--- src/rtl/main_fsm_pkg.sv ---
// main_fsm_pkg: state encoding and board helpers for the game sequencer
package main_fsm_pkg;

    typedef enum logic [3:0] {
        S_IDLE         = 4'd0,
        S_PLACE        = 4'd1,
        S_PLACE_WAIT   = 4'd2,
        S_LOAD         = 4'd3,
        S_DECODE       = 4'd4,
        S_ALU          = 4'd5,
        S_ALU_WAIT     = 4'd6,
        S_DISPLAY      = 4'd7,
        S_DISPLAY_WAIT = 4'd8,
        S_LOSE         = 4'd9,
        S_WIN          = 4'd10,
        S_FAULT        = 4'd11
    } state_t;

    function automatic int safe_target(input int rows, input int cols, input int mines);
        return rows * cols - mines;
    endfunction

endpackage

--- src/rtl/main_fsm_gen2_wait_watchdog.sv ---
// main_fsm_gen2_wait_watchdog: cycle counter that flags a stalled wait state
module main_fsm_gen2_wait_watchdog #(
    parameter int TIMEOUT = 255
) (
    input  logic clk,
    input  logic rst,
    input  logic clr,
    input  logic en,
    output logic expire
);

    localparam int W = TIMEOUT > 1 ? $clog2(TIMEOUT) : 1;
    localparam logic [W-1:0] LAST = W'(TIMEOUT > 0 ? TIMEOUT - 1 : 0);

    logic [W-1:0] cnt;

    // count cycles spent waiting, parking at the last value
    always_ff @(posedge clk) begin
        if (rst || clr) cnt <= '0;
        else if (en && cnt != LAST) cnt <= cnt + W'(1);
    end

    assign expire = TIMEOUT != 0 && en && cnt == LAST;

endmodule

--- src/rtl/main_fsm_gen2.sv ---
// main_fsm_gen2: game sequencer for placement, load, decode, ALU and display
module main_fsm_gen2
    import main_fsm_pkg::*;
#(
    parameter int ROWS    = 5,
    parameter int COLS    = 5,
    parameter int MINES   = 4,
    parameter int DATA_W  = 5,
    parameter int TIMEOUT = 255,
    parameter int MOVE_W  = 8
) (
    input  logic                               clka,
    input  logic                               restart,
    input  logic                               place,
    input  logic                               place_done,
    input  logic                               data_in,
    input  logic [DATA_W-1:0]                  data,
    input  logic                               decode_done,
    input  logic                               alu_done,
    input  logic                               gameover,
    input  logic [$clog2(ROWS*COLS+1)-1:0]     alu_reveals,
    input  logic                               display_done,
    output logic [3:0]                         state,
    output logic                               start,
    output logic                               load,
    output logic                               decode,
    output logic                               alu,
    output logic                               display,
    output logic [DATA_W-1:0]                  cmd,
    output logic                               flag_mode,
    output logic                               win,
    output logic                               lose,
    output logic                               fault,
    output logic [MOVE_W-1:0]                  move_count
);

    localparam int CELLS = ROWS * COLS;
    localparam int RW = $clog2(CELLS + 1);
    localparam logic [RW:0] CELLS_W = (RW + 1)'(CELLS);
    localparam logic [RW-1:0] TGT = RW'(safe_target(ROWS, COLS, MINES));

    state_t cur, nxt;
    logic pending, in_wait, allowed, pend, accept, expire, unused;
    logic [RW-1:0] revealed, revealed_next;
    logic [RW:0] sum;

    assign unused = decode_done;

    main_fsm_gen2_wait_watchdog #(.TIMEOUT(TIMEOUT)) u_wd (
        .clk(clka), .rst(restart), .clr(!in_wait), .en(in_wait), .expire(expire)
    );

    // input qualification and saturating reveal arithmetic
    always_comb begin
        in_wait = cur inside {S_PLACE_WAIT, S_ALU_WAIT, S_DISPLAY_WAIT};
        allowed = !(cur inside {S_IDLE, S_LOSE, S_WIN, S_FAULT});
        pend = pending | (data_in & allowed);
        accept = data_in & allowed & !pending;
        sum = {1'b0, revealed} + ((gameover || flag_mode) ? '0 : {1'b0, alu_reveals});
        revealed_next = sum >= CELLS_W ? CELLS_W[RW-1:0] : sum[RW-1:0];
    end

    // next-state selection; completed waits take priority over the watchdog
    always_comb begin
        nxt = cur;
        unique case (cur)
            S_IDLE:         nxt = place ? S_PLACE : S_IDLE;
            S_PLACE:        nxt = S_PLACE_WAIT;
            S_PLACE_WAIT:   nxt = (place_done && pend) ? S_LOAD : expire ? S_FAULT : S_PLACE_WAIT;
            S_LOAD:         nxt = S_DECODE;
            S_DECODE:       nxt = S_ALU;
            S_ALU:          nxt = S_ALU_WAIT;
            S_ALU_WAIT:     nxt = alu_done ? (gameover ? S_LOSE : revealed_next >= TGT ? S_WIN : S_DISPLAY)
                                           : expire ? S_FAULT : S_ALU_WAIT;
            S_DISPLAY:      nxt = S_DISPLAY_WAIT;
            S_DISPLAY_WAIT: nxt = (display_done && pend) ? S_LOAD : expire ? S_FAULT : S_DISPLAY_WAIT;
            S_LOSE:         nxt = S_IDLE;
            S_WIN:          nxt = S_IDLE;
            default:        nxt = cur;
        endcase
    end

    // state, command latch, game counters and sticky result flags
    always_ff @(posedge clka) begin
        if (restart) begin
            cur <= S_IDLE;
            pending <= 1'b0;
            cmd <= '0;
            revealed <= '0;
            move_count <= '0;
            win <= 1'b0;
            lose <= 1'b0;
            fault <= 1'b0;
        end else begin
            cur <= nxt;
            pending <= nxt == S_LOAD ? 1'b0 : accept ? 1'b1 : pending;
            if (accept) cmd <= data;
            if (nxt == S_PLACE) begin
                revealed <= '0;
                move_count <= '0;
            end else if (cur == S_ALU_WAIT && alu_done) begin
                revealed <= revealed_next;
                if (move_count != '1) move_count <= move_count + MOVE_W'(1);
            end
            win <= nxt == S_PLACE ? 1'b0 : win | (nxt == S_WIN);
            lose <= nxt == S_PLACE ? 1'b0 : lose | (nxt == S_LOSE);
            fault <= fault | (nxt == S_FAULT);
        end
    end

    assign state = cur;
    assign start = cur == S_PLACE;
    assign load = cur == S_LOAD;
    assign decode = cur == S_DECODE;
    assign alu = cur == S_ALU;
    assign display = cur == S_DISPLAY;
    assign flag_mode = cmd[DATA_W-1];

endmodule

--- config.mk ---
export PLATFORM = sky130hd
export DESIGN_NAME = main_fsm_gen2
export DESIGN_NICKNAME = d
export VERILOG_FILES = /design/src/rtl/main_fsm_pkg.sv /design/src/rtl/main_fsm_gen2_wait_watchdog.sv /design/src/rtl/main_fsm_gen2.sv
export SDC_FILE = /design/constraint.sdc
export NUM_CORES = 1
export LEC_CHECK = 0
export CAP_MARGIN = 10
export CORE_MARGIN = 4
export CORE_UTILIZATION = 50
export DETAILED_ROUTE_END_ITERATION = 12
export PLACE_DENSITY = 0.81
export REMOVE_ABC_BUFFERS = 1
export SYNTH_ARGS = -nofsm -noshare
export SYNTH_HDL_FRONTEND = slang
export SYNTH_SLANG_ARGS = --single-unit
export TNS_END_PERCENT = 10
--- constraint.sdc ---
create_clock -name clka -period 3.2 [get_ports clka]
set_input_delay 0.64 -clock clka [delete_from_list [all_inputs] [get_ports clka]]
set_output_delay 0.64 -clock clka [all_outputs]
set_load 0.02 [all_outputs]
== After elaboration in Yosys (flattened, before gate mapping) ==
Index checks and enable logic that the tools add are counted.

* Mux-type cells: 12
* Add/subtract/negate cells: 3
* Eq/ne operators: 19
* Reductions and logical operators: 17
* Bitwise gates (word level): 6
* $lt $le $gt $ge: 2

{| class="wikitable"
|+ Operator list
! kind !! number
|-
| 4-bit one-hot mux with 10 select lines || 1
|-
| 4-bit equality test, second input constant || 7
|-
| 4-bit two-way mux || 7
|-
| 8-bit by 1-bit adder with 8-bit output, second input constant || 2
|-
| 4-bit by 3-bit equality test with 1-bit output, second input constant || 4
|-
| 8-bit inequality test, second input constant || 2
|-
| 4-bit by 2-bit equality test with 1-bit output, second input constant || 3
|-
| 5-bit two-way mux || 2
|-
| 4-bit by 1-bit equality test with 1-bit output, second input constant || 2
|-
| 8-bit equality test, second input constant || 1
|-
| 5-bit by 5-bit adder with 6-bit output || 1
|-
| 6-bit by 5-bit >= comparator with 1-bit output, second input constant || 1
|-
| 2-bit OR reduction || 3
|-
| 5-bit >= comparator, second input constant || 1
|-
| 1-bit logical AND || 5
|-
| 4-bit logical NOT || 1
|-
| 1-bit OR || 4
|-
| 4-bit nonzero test || 1
|-
| 1-bit logical NOT || 3
|-
| 3-bit nonzero test || 1
|-
| 1-bit bitwise AND || 2
|-
| 1-bit logical OR || 2
|-
| 2-bit two-way mux || 1
|-
| 2-bit AND reduction || 1
|-
| 1-bit two-way mux || 1
|}

* Output and inout bits: 26
* Register bits: 34
* Word-level logic and storage cells: 68
* Input bits: 19

== Logic depth before layout (Yosys ltp) ==
* Word-level depth: 12
* Gate-level depth with buffers: 10
* Gate-level depth less buffers: 10

== Cells and area by module ==
From an unflattened synthesis, not the netlist that was laid out.

* Cells, all modules: 246
* Area, all modules: 2099.5 um^2

{| class="wikitable"
|+ By module, submodules not included
! module !! area an instance (um^2) !! seq. area each (um^2) !! cells each !! instances
|-
| main_fsm_gen2 || 1634.1 || 520.5 || 192 || 1
|-
| main_fsm_gen2_wait_watchdog || 465.4 || 160.2 || 54 || 1
|}

== Least setup slack after synthesis ==
OpenSTA, ideal clock, no wires.

* Path kind: input to register
* Start point: in gameover
* End point: reg fault
* Setup time: 0.116 ns
* Arrival: 2.721 ns
* Stages on the path: 10
* Required time: 3.084 ns
* Buffers on the path: 0
* Path slack: 0.362 ns
* Path through: nor2_1 and2_1 ha_1 fa_1 xnor2_1 o221a_2 a311oi_1 nor4_1 o21ai_0 a41o_1

* Word-level cells in the longest chain between the ends: 12

{| class="wikitable"
|+ Ends and longest elaborated chain
! what !! RTL line !! source
|-
| start, declared || main_fsm_gen2.sv:20 || <nowiki>input logic gameover,</nowiki>
|-
| 1-bit logical OR || main_fsm_gen2.sv:59 || <nowiki>sum = {1'b0, revealed} + ((gameover || flag_mode) ? '0 : {1'b0, alu_reveals});</nowiki>
|-
| 5-bit two-way mux || main_fsm_gen2.sv:59 ||
|-
| 5-bit by 5-bit adder with 6-bit output || main_fsm_gen2.sv:59 ||
|-
| 6-bit by 5-bit >= comparator with 1-bit output || main_fsm_gen2.sv:60 || <nowiki>revealed_next = sum >= CELLS_W ? CELLS_W[RW-1:0] : sum[RW-1:0];</nowiki>
|-
| 5-bit two-way mux || main_fsm_gen2.sv:60 ||
|-
| 5-bit >= comparator || main_fsm_gen2.sv:73 || <nowiki>S_ALU_WAIT: nxt = alu_done ? (gameover ? S_LOSE : revealed_next >= TGT ? S_WIN : S_DISPLAY)</nowiki>
|-
| 4-bit two-way mux || main_fsm_gen2.sv:73 ||
|-
| 4-bit two-way mux (*) (2 in a row) || main_fsm_gen2.sv:73 ||
|-
| 4-bit one-hot mux with 10 select lines (*) || main_fsm_gen2.sv:66 || <nowiki>unique case (cur)</nowiki>
|-
| 4-bit equality test (*) || main_fsm_gen2.sv:107 || <nowiki>fault <= fault | (nxt == S_FAULT);</nowiki>
|-
| 1-bit OR (*) || main_fsm_gen2.sv:107 ||
|-
| end signal, assigned || main_fsm_gen2.sv:107 ||
|-
| end, declared || main_fsm_gen2.sv:33 || <nowiki>output logic fault,</nowiki>
|}

Mark *: on every way between the ends. The rest lies on a longest branch, timed or not.
A chain may end at the register's enable or synchronous reset.

== Worst setup path after layout ==
* Start point: in alu_reveals[0]
* End point: reg pending

* Word-level cells in the longest chain between the ends: 11

{| class="wikitable"
|+ Ends and longest elaborated chain
! what !! RTL line !! source
|-
| start, declared || main_fsm_gen2.sv:21 || <nowiki>input logic [$clog2(ROWS*COLS+1)-1:0] alu_reveals,</nowiki>
|-
| 5-bit two-way mux (*) || main_fsm_gen2.sv:59 ||
|-
| 5-bit by 5-bit adder with 6-bit output (*) || main_fsm_gen2.sv:59 ||
|-
| 6-bit by 5-bit >= comparator with 1-bit output || main_fsm_gen2.sv:60 ||
|-
| 5-bit two-way mux (*) || main_fsm_gen2.sv:60 ||
|-
| 5-bit >= comparator (*) || main_fsm_gen2.sv:73 ||
|-
| 4-bit two-way mux (*) (3 in a row) || main_fsm_gen2.sv:73 ||
|-
| 4-bit one-hot mux with 10 select lines (*) || main_fsm_gen2.sv:66 ||
|-
| 4-bit by 2-bit equality test with 1-bit output (*) || main_fsm_gen2.sv:96 || <nowiki>pending <= nxt == S_LOAD ? 1'b0 : accept ? 1'b1 : pending;</nowiki>
|-
| 2-bit OR reduction (no source line) (*) || -- ||
|-
| end signal, assigned || main_fsm_gen2.sv:96 ||
|-
| end, declared || main_fsm_gen2.sv:43 || <nowiki>logic pending, in_wait, allowed, pend, accept, expire, unused;</nowiki>
|}

Marks and branches as above.

==> reports/results.tsv <==
stage	metric	value	unit
clock_tree	hold_buffers	0	
place	post-place-ws	-0.466	ns
place	gp_congestion	0.793	
global_routing	grt_pass1_wl	8450	um
floorplan	core.rowCount	23	
timing	hold_viol	0	
place	portBuffers	43	
clock_tree	numCtsBuffers	5	
run	maxCapViolCount	0	
global_routing	grt_util_all_layers	0.199	
global_routing	grt_max_degree	19	
setup_path	crit_path_start_kind	primary input	
setup_path	reg2reg_from	cmd[4]	
timing	fin_ws	0.276	ns
timing	rsz0062_at_grt	no	
global_routing	grt_antenna_before_repair	0	
routing	viasPerCell	5.59	
floorplan	dieHeight	72.7	um
routing	wl_per_cell	13.9	um
logic_synthesis	synth-compound-area-share	0.200	
setup_path	crit_fanout	2	
clock_tree	clkTransAtPathRegs	0.07	ns
floorplan	start_util	0.520	
timing	holdWs	0.501	ns
logic_synthesis	synth_xor_xnor_area_share	0.0585	
place	dpl.hpwl	3650	um
timing	min_period_over_period	0.914	
logic_synthesis	netlist_instances	254	
global_routing	grt-ovfl-total	0	
setup_path	rr_worst_depth	9	
worst_hold_path	worstHoldPathType	reg -> reg	
clock_tree	root_buffer	clkbuf_8	
logic_synthesis	yosysWarnings	0	
pwr	p_leak	1.06	nW
floorplan	coreArea	4030	um2
logic_synthesis	synth-seq-area-share	0.325	
routing	vias	2002	
cells_and_area	finalNetCount	335	
logic_synthesis	synth-async-reset-ratio	0	
global_routing	grt_pass1_vias	1948	
timing	clock_skew	0.00572	ns
run_status	status	completed	
logic_synthesis	synth_edf_count	0	
setup_path	required	3.40	ns
routing	dr.pass1.iters	4	
cells_and_area	drive_gt1_frac	0.127	
clock_tree	cts_sinks	34	
floorplan	die_w	72.7	um
logic_synthesis	synth_area	2090	um2
setup_path	cp.arrival	3.13	ns
clock_tree	clk_path_buf_depth	2	
cells_and_area	num_antenna_cells	0	
floorplan	die_area	5290	um2
routing	drt_iter0_markers	128	
logic_synthesis	synth-simple-area-share	0.281	
pwr	peakVddDrop	0.318	mV
timing	maxSlewHeadroom	0.416	
routing	wl	4980	um
logic_synthesis	ys_seq_elements	34	
setup_path	critPathLaunch	alu_reveals[0]	
setup_path	endpoint	pending	
clock_tree	clk_latency	0.29	ns
routing	drc	0	
timing	period_minus_slack	2.92	ns
cells_and_area	utilization	0.702	
setup_path	r2r_end	pending	
floorplan	io_pins	45	
pwr	finalPower	1.11	mW
setup_path	timing.critical_path.to_type	flip-flop	
logic_synthesis	ys.flop_type	dfxtp_1	
cells_and_area	syn_to_final_growth	35.0	%
logic_synthesis	synthMuxAreaShare	0.0335	
timing	fmax	342	MHz
logic_synthesis	synthAdderAreaFrac	0.0573	
clock_tree	postCtsSetupBuffers	0	
setup_path	critical_path_class	in -> reg	
clock_tree	htree_levels	2	
timing	setup_viol	0	
logic_synthesis	synth.distinct_cells	52	
timing	tightest_slew	0.873	ns
timing	drv_slew	0	
pwr	power.density	392	nW/um2
clock_tree	cts_tree	done	
setup_path	reg2reg_setup_slack	0.46	ns
routing	ant_nets	0	
logic_synthesis	avgSynthCellArea	8.25	um2
logic_synthesis	synth_top_family_by_area	simple AND/OR/NAND/NOR gates	
-- cell usage after synthesis, types with 2 or more instances --
library cell / n / share of area
nand4_1: 4 / 0.012
nor2_1: 45 / 0.081
nor3b_1: 4 / 0.014
a211oi_1: 4 / 0.014
o21ai_0: 12 / 0.029
dfxtp_1: 34 / 0.32
clkbuf_1: 8 / 0.014
nor4b_1: 2 / 0.0084
a221o_1: 2 / 0.0096
nor4_1: 2 / 0.0060
nand2b_1: 8 / 0.024
nor2b_1: 6 / 0.018
o21bai_1: 3 / 0.011
xnor2_1: 9 / 0.038
a21oi_1: 9 / 0.022
inv_1: 8 / 0.014
a21o_1: 3 / 0.011
nand2_1: 10 / 0.018
ha_1: 8 / 0.048
nand4b_1: 2 / 0.0084
a31oi_1: 2 / 0.0060
xor2_1: 5 / 0.021
and2_1: 9 / 0.027
o21a_1: 3 / 0.011
nor3_1: 7 / 0.017
nand3_1: 7 / 0.017
mux2i_1: 7 / 0.033
buf_2: 3 / 0.0072
a41o_1: 3 / 0.014
a22oi_1: 3 / 0.011
-- stage by stage --
step	setup TNS [ns]	cell area, um2	instances
global route	0	2830	358
finish	0	2830	358
floorplan	0	2030	241
detailed placement	-2.87	2640	350
CTS	0	2820	358
global placement	-2.23	2640	350
-- cells in the final DEF, fill, tap and decap left out, drive strengths merged, types with 2 or more instances in the layout --
master / n
nor3b: 4
inv: 8
dfxtp: 34
ha: 8
nand2: 10
nand4: 4
clkdlybuf4s50: 42
nor2b: 6
buf: 16
a221o: 2
nor2: 45
nand2b: 8
mux2i: 7
o21ai: 12
bufinv: 2
nor4b: 2
and2: 9
a22oi: 4
or3b: 2
nor4: 2
xor2: 5
a31oi: 2
a21oi: 9
nand3: 7
a211oi: 4
xnor2: 9
a41o: 3
nand4b: 2
clkbuf: 5
nor3: 8
o21bai: 3
a21o: 3
o21a: 3
a311oi: 2
-- worst min-delay path by stage --
stage	startpoint	to	slack (ns)	cells after the start
finish	cmd[2]	cmd[2]	0.50	2
global route	cmd[3]	cmd[3]	0.52	2
CTS	cmd[0]	cmd[0]	0.51	2
detailed placement	cmd[0]	cmd[0]	0.49	2
global placement	cmd[3]	cmd[3]	0.48	2
floorplan	revealed[3]	revealed[3]	0.48	2
-- registers in the layout, summed over array words and instances (netlist names) --
name and cells:
cmd 5, fault 1, lose 1, move_count 8, pending 1, revealed 5, state 4, u_wd.cnt 8
win 1
-- area by class of cell --
| cell class | count | area (um2) |
|---|---|---|
| inverters | 8 | 30.0 |
| clock buffers | 5 | 68.8 |
| flip-flops and latches | 34 | 681 |
| multi-input cells | 199 | 1360 |
| well taps | 50 | 62.6 |
| clock inverters | 3 | 68.8 |
| fillers | 342 | 1200 |
| repair buffers | 59 | 553 |
-- power breakdown --
part	internal, mW	switching (mW)
Sequential	0.431	0.0158
Combinational	0.0933	0.0853
Clock	0.312	0.171
-- cell families after synthesis --
family                     after synthesis
AOI/OAI and AO/OA                       56
DFF                                     34
muxes                                    7
adders and majority gates                9
and+or+nand+nor                        113
xor gates and xnor gates                14
buffers and inverters                   21
-- worst max-delay path, stage by stage --
cell and delay [ns]:
clkdlybuf4s50_1 0.39, and2_1 0.14, ha_1 0.20, fa_2 0.54
nor2_1 0.05, o221a_2 0.27, a311oi_4 0.33, nor4_2 0.10
o21a_1 0.21, a311oi_2 0.25
-- routing by layer --
metal	GRT usage	part of all wire	wire, um
met1	0.261	0.46	2270
met2	0.330	0.48	2390
met3	0.0358	0.050	251
met4	0.0676	0.013	67
met5	0	0	0
-- what timing repair did --
action,4_1_cts,5_1_grt
resized for setup,7,4
endpoints found under the setup margin,4,9
pin swaps,0,1
Power figures use the tool's default switching activity.
